<file path="src/rtl/bt656_pkg.sv">
// Shared constants for the BT.656 timing-reference decoder: preamble words,
// header (XY) bit positions, detector state encoding and the protection-bit rule.
package bt656_pkg;

   localparam int HDR_BIT_1 = 7;
   localparam int FIELD     = 6;
   localparam int VBLANK    = 5;
   localparam int HBLANK    = 4;
   localparam int P3        = 3;
   localparam int P2        = 2;
   localparam int P1        = 1;
   localparam int P0        = 0;

   localparam logic [7:0] PRE_FF = 8'hFF;
   localparam logic [7:0] PRE_00 = 8'h00;

   typedef enum logic [1:0] {
      SEARCH  = 2'd0,
      GOT_FF  = 2'd1,
      GOT_00A = 2'd2,
      GOT_00B = 2'd3
   } hdr_state_e;

   // Protection bits are the Hamming-style parity of F, V and H.
   function automatic logic prot_ok(input logic [7:0] xy);
      logic f, v, h;
      f = xy[FIELD];
      v = xy[VBLANK];
      h = xy[HBLANK];
      return (xy[P3] == (v ^ h)) && (xy[P2] == (f ^ h)) &&
             (xy[P1] == (f ^ v)) && (xy[P0] == (f ^ v ^ h));
   endfunction

endpackage

</file>
<file path="src/rtl/bt656_if.sv">
// Word-stream and decoded-timing bundle between a BT.656 source and the decoder.
// master = video source / consumer side, slave = decoder side.
interface bt656_if #(
   parameter int DW      = 10,
   parameter int PIX_CW  = 12,
   parameter int LINE_CW = 11
);
   logic [DW-1:0]      data_i;
   logic [DW-1:0]      data_o;
   logic               href_o;
   logic               vsync_o;
   logic               field_o;
   logic               sof_o;
   logic [PIX_CW-1:0]  pix_cnt_o;
   logic [LINE_CW-1:0] line_cnt_o;
   logic               lock_o;
   logic               hdr_err_o;

   modport master (
      output data_i,
      input  data_o, href_o, vsync_o, field_o, sof_o,
             pix_cnt_o, line_cnt_o, lock_o, hdr_err_o
   );

   modport slave (
      input  data_i,
      output data_o, href_o, vsync_o, field_o, sof_o,
             pix_cnt_o, line_cnt_o, lock_o, hdr_err_o
   );
endinterface

</file>
<file path="src/rtl/bt656_hdr_detect.sv">
// Preamble (FF 00 00) tracker and XY header classifier; flags are combinational
// in the XY cycle. Build option: BT656_PROT_CHECK_EN also checks protection bits.
//
// state   | meaning
// SEARCH  | no preamble prefix seen
// GOT_FF  | previous word was 0xFF
// GOT_00A | previous words were FF 00
// GOT_00B | previous words were FF 00 00, current word is XY
module bt656_hdr_detect
   import bt656_pkg::*;
(
   input  logic       clk_i,
   input  logic       rstn_i,
   input  logic [7:0] word_i,
   output logic       hdr_acc_o,
   output logic       hdr_rej_o,
   output logic       f_o,
   output logic       v_o,
   output logic       h_o
);

   hdr_state_e state, state_nxt;
   logic       is_xy;
   logic       xy_ok;

   // A 0xFF always restarts the preamble, even where an XY word is expected.
   always_comb begin
      state_nxt = SEARCH;
      if (word_i == PRE_FF) begin
         state_nxt = GOT_FF;
      end else begin
         case (state)
            GOT_FF:  if (word_i == PRE_00) state_nxt = GOT_00A;
            GOT_00A: if (word_i == PRE_00) state_nxt = GOT_00B;
            default: state_nxt = SEARCH;
         endcase
      end
   end

   always_ff @(posedge clk_i or negedge rstn_i) begin
      if (!rstn_i) state <= SEARCH;
      else         state <= state_nxt;
   end

   assign is_xy = (state == GOT_00B) && (word_i != PRE_FF);

`ifdef BT656_PROT_CHECK_EN
   assign xy_ok = word_i[HDR_BIT_1] && prot_ok(word_i);
`else
   logic unused_prot;
   assign unused_prot = ^word_i[P3:P0];
   assign xy_ok       = word_i[HDR_BIT_1];
`endif

   assign hdr_acc_o = is_xy && xy_ok;
   assign hdr_rej_o = is_xy && !xy_ok;
   assign f_o       = word_i[FIELD];
   assign v_o       = word_i[VBLANK];
   assign h_o       = word_i[HBLANK];

endmodule

</file>
<file path="src/rtl/bt656_sync_decoder.sv">
// BT.656 sync decoder: 4-stage tagged data pipeline, pixel/line counters, lock.
// Build option: BT656_PROT_CHECK_EN (header protection check, in bt656_hdr_detect).
module bt656_sync_decoder
   import bt656_pkg::*;
#(
   parameter int DW      = 10,
   parameter int PIX_CW  = 12,
   parameter int LINE_CW = 11,
   parameter int TIMEOUT = 4096
) (
   input  logic   clk_i,
   input  logic   rstn_i,
   bt656_if.slave bus
);

   localparam int TW = $clog2(TIMEOUT + 1);

   logic               hdr_acc, hdr_rej, hdr_f, hdr_v, hdr_h;
   logic               eav_acc;
   logic               active;
   logic [DW-1:0]      pipe_d [4];
   logic [3:0]         pipe_t;
   logic               tag4_nxt;
   logic               vsync_q, field_q, sof_q, err_q;
   logic               lock_q, seen_q;
   logic [PIX_CW-1:0]  pix_q;
   logic [LINE_CW-1:0] line_q;
   logic [TW-1:0]      tmo_q;

   bt656_hdr_detect u_hdr (
      .clk_i     (clk_i),
      .rstn_i    (rstn_i),
      .word_i    (bus.data_i[DW-1 -: 8]),
      .hdr_acc_o (hdr_acc),
      .hdr_rej_o (hdr_rej),
      .f_o       (hdr_f),
      .v_o       (hdr_v),
      .h_o       (hdr_h)
   );

   assign eav_acc  = hdr_acc & hdr_h;
   assign tag4_nxt = pipe_t[2] & ~eav_acc;

   always_ff @(posedge clk_i or negedge rstn_i) begin
      if (!rstn_i) begin
         active <= 1'b0;
      end else if (hdr_acc) begin
         if (hdr_h)       active <= 1'b0;
         else if (!hdr_v) active <= 1'b1;
      end
   end

   // The EAV preamble was tagged active on entry; untag it once the EAV is known.
   always_ff @(posedge clk_i or negedge rstn_i) begin
      if (!rstn_i) begin
         for (int i = 0; i < 4; i++) pipe_d[i] <= '0;
         pipe_t <= '0;
      end else begin
         pipe_d[0] <= bus.data_i;
         for (int i = 1; i < 4; i++) pipe_d[i] <= pipe_d[i-1];
         pipe_t[0] <= active & ~hdr_acc;
         pipe_t[1] <= pipe_t[0] & ~eav_acc;
         pipe_t[2] <= pipe_t[1] & ~eav_acc;
         pipe_t[3] <= tag4_nxt;
      end
   end

   always_ff @(posedge clk_i or negedge rstn_i) begin
      if (!rstn_i) begin
         pix_q <= '0;
      end else if (tag4_nxt) begin
         if (!pipe_t[3])       pix_q <= '0;
         else if (pix_q != '1) pix_q <= pix_q + 1'b1;
      end
   end

   always_ff @(posedge clk_i or negedge rstn_i) begin
      if (!rstn_i) begin
         vsync_q <= 1'b0;
         field_q <= 1'b0;
         sof_q   <= 1'b0;
         err_q   <= 1'b0;
         line_q  <= '0;
      end else begin
         err_q <= hdr_rej;
         sof_q <= 1'b0;
         if (hdr_acc) begin
            vsync_q <= hdr_v;
            field_q <= hdr_f;
            if ((vsync_q && !hdr_v) || (field_q != hdr_f)) begin
               sof_q  <= 1'b1;
               line_q <= '0;
            end else if (hdr_h && active && (line_q != '1)) begin
               line_q <= line_q + 1'b1;
            end
         end
      end
   end

   // Lock needs two accepted headers back to back; the timer is re-armed by each one.
   always_ff @(posedge clk_i or negedge rstn_i) begin
      if (!rstn_i) begin
         lock_q <= 1'b0;
         seen_q <= 1'b0;
         tmo_q  <= '0;
      end else if (hdr_acc) begin
         tmo_q  <= TW'(TIMEOUT);
         seen_q <= 1'b1;
         if (seen_q) lock_q <= 1'b1;
      end else if (hdr_rej) begin
         seen_q <= 1'b0;
         lock_q <= 1'b0;
      end else if (tmo_q != '0) begin
         tmo_q <= tmo_q - 1'b1;
         if (tmo_q == TW'(1)) begin
            seen_q <= 1'b0;
            lock_q <= 1'b0;
         end
      end
   end

   assign bus.data_o     = pipe_d[3];
   assign bus.href_o     = pipe_t[3];
   assign bus.vsync_o    = vsync_q;
   assign bus.field_o    = field_q;
   assign bus.sof_o      = sof_q;
   assign bus.pix_cnt_o  = pix_q;
   assign bus.line_cnt_o = line_q;
   assign bus.lock_o     = lock_q;
   assign bus.hdr_err_o  = err_q;

endmodule

</file>
<file path="src/flat_wrapper.sv">
// flat-port wrapper written by rule: the top's interface ports become plain ports
module bt656_sync_decoder_flat import bt656_pkg::*;
#(
   parameter int DW      = 10,
   parameter int PIX_CW  = 12,
   parameter int LINE_CW = 11,
   parameter int TIMEOUT = 4096
)
  (clk_i, rstn_i, bus_data_i, bus_data_o, bus_href_o, bus_vsync_o, bus_field_o, bus_sof_o, bus_pix_cnt_o, bus_line_cnt_o, bus_lock_o, bus_hdr_err_o);
  bt656_if #(.DW(DW), .PIX_CW(PIX_CW), .LINE_CW(LINE_CW)) bus_i ();
  input  logic clk_i;
  input  logic rstn_i;
  input wire logic [$bits(bus_i.data_i)-1:0] bus_data_i;
  output wire logic [$bits(bus_i.data_o)-1:0] bus_data_o;
  output wire logic [$bits(bus_i.href_o)-1:0] bus_href_o;
  output wire logic [$bits(bus_i.vsync_o)-1:0] bus_vsync_o;
  output wire logic [$bits(bus_i.field_o)-1:0] bus_field_o;
  output wire logic [$bits(bus_i.sof_o)-1:0] bus_sof_o;
  output wire logic [$bits(bus_i.pix_cnt_o)-1:0] bus_pix_cnt_o;
  output wire logic [$bits(bus_i.line_cnt_o)-1:0] bus_line_cnt_o;
  output wire logic [$bits(bus_i.lock_o)-1:0] bus_lock_o;
  output wire logic [$bits(bus_i.hdr_err_o)-1:0] bus_hdr_err_o;
  assign bus_i.data_i = bus_data_i;
  assign bus_data_o = bus_i.data_o;
  assign bus_href_o = bus_i.href_o;
  assign bus_vsync_o = bus_i.vsync_o;
  assign bus_field_o = bus_i.field_o;
  assign bus_sof_o = bus_i.sof_o;
  assign bus_pix_cnt_o = bus_i.pix_cnt_o;
  assign bus_line_cnt_o = bus_i.line_cnt_o;
  assign bus_lock_o = bus_i.lock_o;
  assign bus_hdr_err_o = bus_i.hdr_err_o;
  bt656_sync_decoder #(.DW(DW), .PIX_CW(PIX_CW), .LINE_CW(LINE_CW), .TIMEOUT(TIMEOUT)) u_core (.clk_i(clk_i), .rstn_i(rstn_i), .bus(bus_i));
endmodule
</file>
<file path="config.mk">
export PLATFORM = sky130hd
export DESIGN_NAME = bt656_sync_decoder_flat
export DESIGN_NICKNAME = d
export VERILOG_FILES = /design/src/rtl/bt656_pkg.sv /design/src/rtl/bt656_if.sv /design/src/rtl/bt656_hdr_detect.sv /design/src/rtl/bt656_sync_decoder.sv /design/src/flat_wrapper.sv
export SDC_FILE = /design/constraint.sdc
export NUM_CORES = 1
export LEC_CHECK = 0
export CAP_MARGIN = 20
export CORE_MARGIN = 10
export CORE_UTILIZATION = 50
export DETAILED_ROUTE_END_ITERATION = 10
export GPL_ROUTABILITY_DRIVEN = 0
export MAX_ROUTING_LAYER = met4
export PLACE_DENSITY_LB_ADDON = 0.15
export SLEW_MARGIN = 15
export SYNTH_ARGS = -nofsm -noshare
export SYNTH_HDL_FRONTEND = slang
export SYNTH_HIERARCHICAL = 1
export SYNTH_SLANG_ARGS = --single-unit
</file>
<file path="constraint.sdc">
create_clock -name clk_i -period 3.3 [get_ports clk_i]
set_clock_uncertainty 0.2 [all_clocks]
set_input_delay 0.66 -clock clk_i [delete_from_list [all_inputs] [get_ports clk_i]]
set_output_delay 0.66 -clock clk_i [all_outputs]
set_load 0.005 [all_outputs]
</file>
==> summary by stage, run 1 <==
Outcome
The flow ran to the end, and the final reports show no timing, DRC or antenna violations.

Timing
The final critical path time including I/O delays and setup is approximately 2800 ps. Static timing analysis puts the maximum clock frequency at around 360 MHz. At the pin with the least slew margin, the transition time is approximately 620 ps. The count of final max-slew check failures came to 0.

The count of endpoints failing hold in the final timing report is 0. The setup TNS is 0 ps. Headroom to the max-slew limit came out at 58.7%.

The final setup violation count is 0. The post-route clock period utilization is between 80% and 90%. Setup repair after global routing left no endpoint under its margin.

Final layout
0 antenna diodes ended up in the layout. The number of filler instances in the final layout is between 500 and 600. The area of all placed cells without fillers is between 4000 and 5000 sq um. In the final layout, the share of cells above drive strength 1 is roughly a tenth.

The area growth from synthesis to layout is 19.8%. The final instance count without filler cells is 470. The final layout contains slightly below 400 nets.

Worst hold path
The min-delay analysis places its worst path in the category input port to asynchronous set/reset pin.

Floorplan
The starting density of the core is 51.3%. The number of rows in the core area is 31. The die covers 11300 sq um. The die extent in x is roughly 110 um.

The total area inside the core boundary comes to between 7000 and 8000 sq um. The vertical die dimension is 106 um. Pin placement for this block handled 51 I/O pins.

Worst setup path
In this run the register-to-register setup slack is 940 ps. By startpoint and endpoint, the worst setup path is classified as input port to register. The sort of element at the start of the critical path is an input port.

At the worst endpoint, the required time is 3380 ps. The worst setup path endpoint is u_core/bus.pix_cnt_o[11]. The worst-path cell with the longest stage delay is clkdlybuf4s50_1. STA classifies the critical path endpoint as a register. Counting cells, the worst reg-to-reg path comes to 5. The critical path goes through clkdlybuf4s50_1, nand4_1, nor2_1, nor2_1, a21bo_2, or3_1, a2111oi_2, mux2i_1. The cell class contributing the biggest share of worst-path delay is simple AND/OR/NAND/NOR gates. The count of buffer and inverter cells on the critical path is 1. The startpoint identified for the worst register-to-register timing path is u_core/bus.line_cnt_o[1]. The delay of the slowest cell on the worst path is roughly 600 ps. The critical path crosses 8 cells after its start point. The largest fanout on the critical path is 6. STA puts the critical path data arrival time at ~2900 ps. The dominant cell type by count on the critical path is nor2_1. In this run the critical register-to-register path is captured at u_core/bus.line_cnt_o[5]. The most critical setup path has its startpoint at bus_data_i[7].

Route
The final wirelength is between 7000 and 8000 um. Across all layers, the routed design uses approximately 2600 vias. The average wire length per cell after detail routing is between 15 and 20 um.

For this block, the initial DRC count from the detailed router was just under 100. The count of nets left with antenna violations after detail routing is 0. Dividing the detail-routed via count by the number of cells gives between 5 and 6. The first detailed-routing pass took 4 iterations. The detailed-route DRC error count is 0.

Global route
The via count of the first global-routing pass was between 2000 and 2500. The total global-route track usage is a little over an eighth. The first global-routing pass estimated 11900 um of wire.

Entering global routing, the biggest net connects between 50 and 60 pins. The initial antenna violation count is 0. After global routing the overflow that remains totals 0.

Place
The count of input and output buffers is 50. Summing all placed instances gives a cell area of ~4300 sq um. The HPWL after detailed placement is around 5000 um. Including well taps, the total number of placed cells is 454.

Yosys
The synthesized design spends more area on one cell type than any other, namely dfrtp_1. Synthesis inferred 89 register bits. In the synthesized netlist the dominant register cell turns out to be dfrtp_1.

Summing every instance area after synthesis gives ~3700 sq um. The area share of the leading cell type in the synthesized netlist is about 60%. By count the netlist is led by dfrtp_1, nor2_1, nand2_1, buf_4. Yosys attributes the largest share of cell area to dfrtp_1, buf_4, ha_1. Counting flops with an async set or reset pin after synthesis yields a share of 100%. The number of nets produced by synthesis is between 300 and 400. Averaged over all synthesized cells, the footprint is between 10 and 15 sq um. The number of cells produced by synthesis is 320. The number of enable flip-flop cells after synthesis is 0. The most common cell in the synthesized netlist is dfrtp_1. The sequential fraction of the synthesis area is 59.9%. Yosys printed 6 warnings. In this run, distinct cell masters in the synthesized netlist total 56.

Clocking
The tree is rooted in a clkbuf_8. After clock tree synthesis, the flow added hold-fix buffers numbering 0. The H-tree was split into 3 levels.

The number of cells upsized or downsized after cts is 0. The CTS sink count is 89. The number of buffers on the longest clock path is 2. Counting the buffers created by CTS gives 9.

At the later pin of the worst-skew pair, clock insertion delay measures roughly 350 ps. The post-CTS setup buffer count is 0. The clock tree from TritonCTS is built. After clock tree synthesis, the clock-pin slew on the worst setup and hold paths is ~100 ps.

Power and ir drop
The maximum vdd drop is approximately 0.24 mV. The analysis attributes to cell leakage a power of roughly 2.0 nW. The final total power is a little under 2 mW. For this design the ratio of total power to cell area is about 440 nW/um^2.

Job
The number of max-cap violations is 0.
-- cell families (layout without fill, tap and decap cells) --
logic type      Yosys count  after routing  share of synthesized area, %
simple gates            101            101                          15.0
flops                    89             89                          59.9
compound gates           70             70                          12.8
buf+inv                  36             87                          5.28
mux                      12             12                          3.36
fa+ha+maj                 8              8                          2.69
xor+xnor                  4              4                         0.942
-- metrics by stage --
step | setup WS [ps] | util, % | hold WS, ps
floorplan | 731 | - | 131
global placement | 240 | 58.6 | 131
detailed placement | 169 | 58.6 | 135
CTS | 522 | 61.5 | 132
global route | 368 | 61.5 | 150
finish | 535 | 61.5 | 111
-- worst min path at each step --
stage	from	to	depth (start not counted)
CTS	rstn_i	u_core/bus.hdr_err_o	1
detailed placement	u_core/pipe_d[26]	u_core/pipe_d[16]	0
finish	rstn_i	u_core/bus.data_o[0]	1
floorplan	u_core/pipe_d[10]	u_core/bus.data_o[0]	0
global route	rstn_i	u_core/bus.data_o[1]	1
global placement	u_core/pipe_d[36]	u_core/pipe_d[26]	0
-- where the power goes --
| part | total [mW] | switching, mW | internal [mW] |
|---|---|---|---|
| clock network | 0.774 | 0.409 | 0.365 |
| registers | 1.12 | 0.00573 | 1.11 |
| logic | 0.0626 | 0.0354 | 0.0272 |
| total | 1.96 | 0.451 | 1.51 |
-- state kept, by name, indices dropped and copies added, names as in the netlist --
name,flops
u_core/bus.vsync_o,1
u_core/bus.sof_o,1
u_core/pipe_d,30
u_core/bus.data_o,10
u_core/bus.hdr_err_o,1
u_core/seen_q,1
u_core/bus.line_cnt_o,11
u_core/active,1
u_core/tmo_q,13
u_core/u_hdr/state,2
u_core/bus.lock_o,1
u_core/pipe_t,4
u_core/bus.field_o,1
u_core/bus.pix_cnt_o,12
-- metal layers --
metal,vias up,part of all wire [%],GRT usage (%)
li1,1231,-,-
met1,1270,47,17.0
met2,69,46,19.1
met3,9,5.9,3.99
met4,0,1.3,5.22
met5,-,0,-
-- worst reg2reg max path: stages (launching register included) --
cell and delay [ps]:
dfrtp_1 410, ha_1 270, nand3_1 130, or4_1 620, a22o_1 420, a31oi_1 240
-- cells in the final DEF, fill, tap and decap left out, types with 4 or more instances in the layout --
cell type	netlist	routed
buf_4	14	8
nor2b_1	5	5
clkbuf_8	0	9
a31oi_1	13	13
mux2i_1	8	8
a21oi_1	13	13
clkdlybuf4s50_1	0	49
nand2b_1	5	5
nand2_1	21	21
or4_1	6	6
nand4_1	7	7
nand3_1	9	9
a22o_1	4	4
o21ai_0	7	7
inv_1	12	12
ha_1	8	8
o21ai_1	6	6
dfrtp_1	89	89
nor2_1	23	23
and3_1	4	4
-- area by class of cell --
class	instances	area (sq um)	area share, %
clock inverter	7	83.8	1.88
tap	99	124	2.78
inverter	14	52.6	1.18
multi-input combinational	195	1300	29.1
timing repair buffer	57	551	12.3
sequential	89	2230	50.0
clock buffer	9	124	2.78
Power figures use the tool's default switching activity.
==> run 2: changes to the inputs <==
--- a/config.mk
+++ b/config.mk
@@ -7,7 +7,7 @@
 export LEC_CHECK = 0
 export CAP_MARGIN = 20
 export CORE_MARGIN = 10
-export CORE_UTILIZATION = 50
+export CORE_UTILIZATION = 49
 export DETAILED_ROUTE_END_ITERATION = 10
 export GPL_ROUTABILITY_DRIVEN = 0
 export MAX_ROUTING_LAYER = met4
==> constraint.sdc (replaced) <==
create_clock -name clk_i -period 2.3 [get_ports clk_i]
set_clock_uncertainty 0.2 [all_clocks]
set_input_delay 0.46 -clock clk_i [delete_from_list [all_inputs] [get_ports clk_i]]
set_output_delay 0.46 -clock clk_i [all_outputs]
set_load 0.005 [all_outputs]
==> run 2 against run 1 <==
  * Sequential power rose by 44%
  * Global-route usage rose by 0.49 points
  * Sequential cell count did not move
  * First-iteration DRC count rose by 36%
  * Power rose by 44%
  * Sequential share of layout area fell by 2.4 points
  * Setup slack got worse by 410 ps
  * Register-to-register slack got worse by 810 ps
  * Critical path type is now register to register
  * Highest routed layer unchanged
==> summary by stage, run 2 (synthesized netlist as in run 1, its figures left out) <==
Timing
The count of endpoints failing hold in the final timing report was 0. In the finished design, the share of the clock period the worst path needs comes to 94.5%. The tightest hold margin is between 60 and 70 ps.

The count of final max-slew check failures is 0. Setup violations remaining at the end of the flow were counted as 0. The slew of the pin with the lowest slew margin is approximately 460 ps.

Headroom to the max-slew limit came out at between 60% and 70%. The maximum operating frequency is 460 MHz. Setup repair after global routing left no endpoint under its margin. Counting I/O delays and the setup requirement, the final critical path takes 2170 ps.

Global route
The via count of the first global-routing pass is 2611. The total global-route track usage is a little over an eighth. After global routing the overflow that remains totals 0. The pin count of the biggest net entering global routing is 57.

The first global-routing pass estimated 12500 um of wire. The initial antenna violation count is 0.

Floorplan
The area of the core is between 7000 and 8000 sq um. The die covers roughly 11000 sq um. The vertical die dimension is ~110 um. In this run the count of I/O pins placed on the die edge is ~50. The starting density of the core is between 50 and 60%.

Measured along the x axis, the die boundary spans 107 um. The number of rows in the core area is 31.

Power and ir drop
IR analysis of the VDD net gives a maximum drop of 0.359 mV. For this design the ratio of total power to cell area is about 600 nW/um^2. The final total power is ~2.8 mW.

The leakage power is approximately 2.2 nW.

Worst setup path
The cell class contributing the biggest share of worst-path delay is compound AO/OA/AOI/OAI gates. By startpoint and endpoint, the worst setup path is classified as register to register. The delay of the slowest cell on the worst path is roughly 420 ps. The count of buffer and inverter cells on the critical path is 0. Data arrives at the worst endpoint at 2250 ps. The largest individual stage delay along the critical path comes from the cell dfrtp_1. STA puts the critical path data required time at ~2400 ps. Traced cell by cell, the critical path runs through ha_2, nand2_1, nor2_1, a21bo_2, or3_4, a2111oi_4, mux2i_1. The worst setup path is captured at a register. The largest fanout on the critical path is 3. The sort of element at the start of the critical path is a register.

Clocking
The number of buffers on the longest clock path is 2. The CTS sink count is roughly 90. After clock tree synthesis, the clock-pin slew on the worst setup and hold paths is roughly 90 ps.

The count of H-tree levels built during CTS is 3. The number of buffers created by CTS is 9. The root buffer cell chosen for the clock tree is clkbuf_8.

The clock tree from TritonCTS is built. The clock latency on the worst-skew pair is approximately 350 ps.

Worst hold path
The tightest min-delay check is of the input port to register type.

Final layout
In the layout the commonest cells are dfrtp_1, clkdlybuf4s50_1, buf_4, nor2_1, nand2_1. The flip-flop count of the largest register, all copies and words added is 30. The finished layout holds between 400 and 500 standard cells, fillers aside. The share of final-layout standard cells stronger than drive strength 1 is between 10% and 20%. The number of filler instances in the final layout is 561. Leaving out fill and tap cells, the most frequent cell in the layout is dfrtp_1. The final core area utilization is between 60% and 70%. The number of antenna diodes in the final layout is 0. The finished cells cover between 4000 and 5000 sq um. Relative to the synthesized area, the layout overhead comes to 26.0%. Counting flops per register, the top entry is u_core/pipe_d. The final net count is 407.

Route
After detailed routing, the total wire length is 7410 um. The length of the first detailed-routing pass in iterations is 4. After detailed routing, the average wire length per cell comes to 15.1 um. The first routing iteration left approximately 140 violations. The routed layout has between 2000 and 3000 vias. In the routed layout, each cell is associated on average with a via count of 5.38. The detailed-route DRC error count is 0. In this run the remaining antenna-violating nets after routing total 0.

Place
The HPWL after detailed placement is 5200 um. The placed instances occupy a cell area of 4400 sq um. Input and output buffers added on the ports amount to 50. The number of cells after detailed placement is 471.

Outcome
The run finished with clean final reports.

Job
Across the run, the number of max-cap violations was 0.
[run 2: worst paths after layout]
path	start	to	slack, ps	depth (start not counted)
worst max-delay path	u_core/u_hdr/state[0]	u_core/bus.pix_cnt_o[11]	130	7
max in group asynchronous	rstn_i	u_core/bus.line_cnt_o[2]	1090	3
worst max register to register	u_core/u_hdr/state[0]	u_core/bus.pix_cnt_o[11]	130	7
worst min-delay path	bus_data_i[5]	u_core/pipe_d[35]	60	1
worst min register to register	u_core/pipe_d[29]	u_core/pipe_d[19]	150	0
min in group asynchronous	rstn_i	u_core/pipe_d[21]	260	2
[run 2: layout make-up]
class	count	area, sq um	area share, %
timing repair buffer	78	743	15.9
clock inverter	7	83.8	1.79
sequential	89	2230	47.5
clock buffer	9	124	2.64
tap	99	124	2.64
inverter	14	52.6	1.12
multi-input combinational	195	1330	28.4
[run 2: where the power goes]
group	internal, mW	leakage (nW)	switching [mW]
Combinational	0.0470	0.923	0.0526
Clock	0.523	0.103	0.589
Sequential	1.60	1.12	0.00888
[run 2: metal layers]
layer / GRT usage, % / up-vias / wire [um]
met3: 4.19 / 4 / 510
met5: - / - / 0
met4: 4.93 / 0 / 53
met1: 16.8 / 1290 / 3300
met2: 20.9 / 78 / 3550
li1: - / 1270 / -
[run 2: repair_timing]
item                                    CTS  global route
endpoints found under the setup margin    3            19
resized for setup                         3            11
buffers inserted                          1             2
endpoints found under the hold margin    32             0
pin swaps                                 8             6
hold buffers                              1             0
[run 2: worst register-to-register path: stages, from the launching register on]
cell and delay [ps]:
dfrtp_1 420, ha_2 200, nand2_1 80, nor2_1 70, a21bo_2 240, or3_4 360, a2111oi_4 340, mux2i_1 210
[run 2: per-stage QoR]
| step | worst slack (ps) | TNS (ps) |
|---|---|---|
| floorplan | 8.32 | 0 |
| global placement | -457 | -6440 |
| detailed placement | -510 | -8070 |
| CTS | -4.54 | -4.54 |
| global route | 18.8 | 0 |
| finish | 127 | 0 |
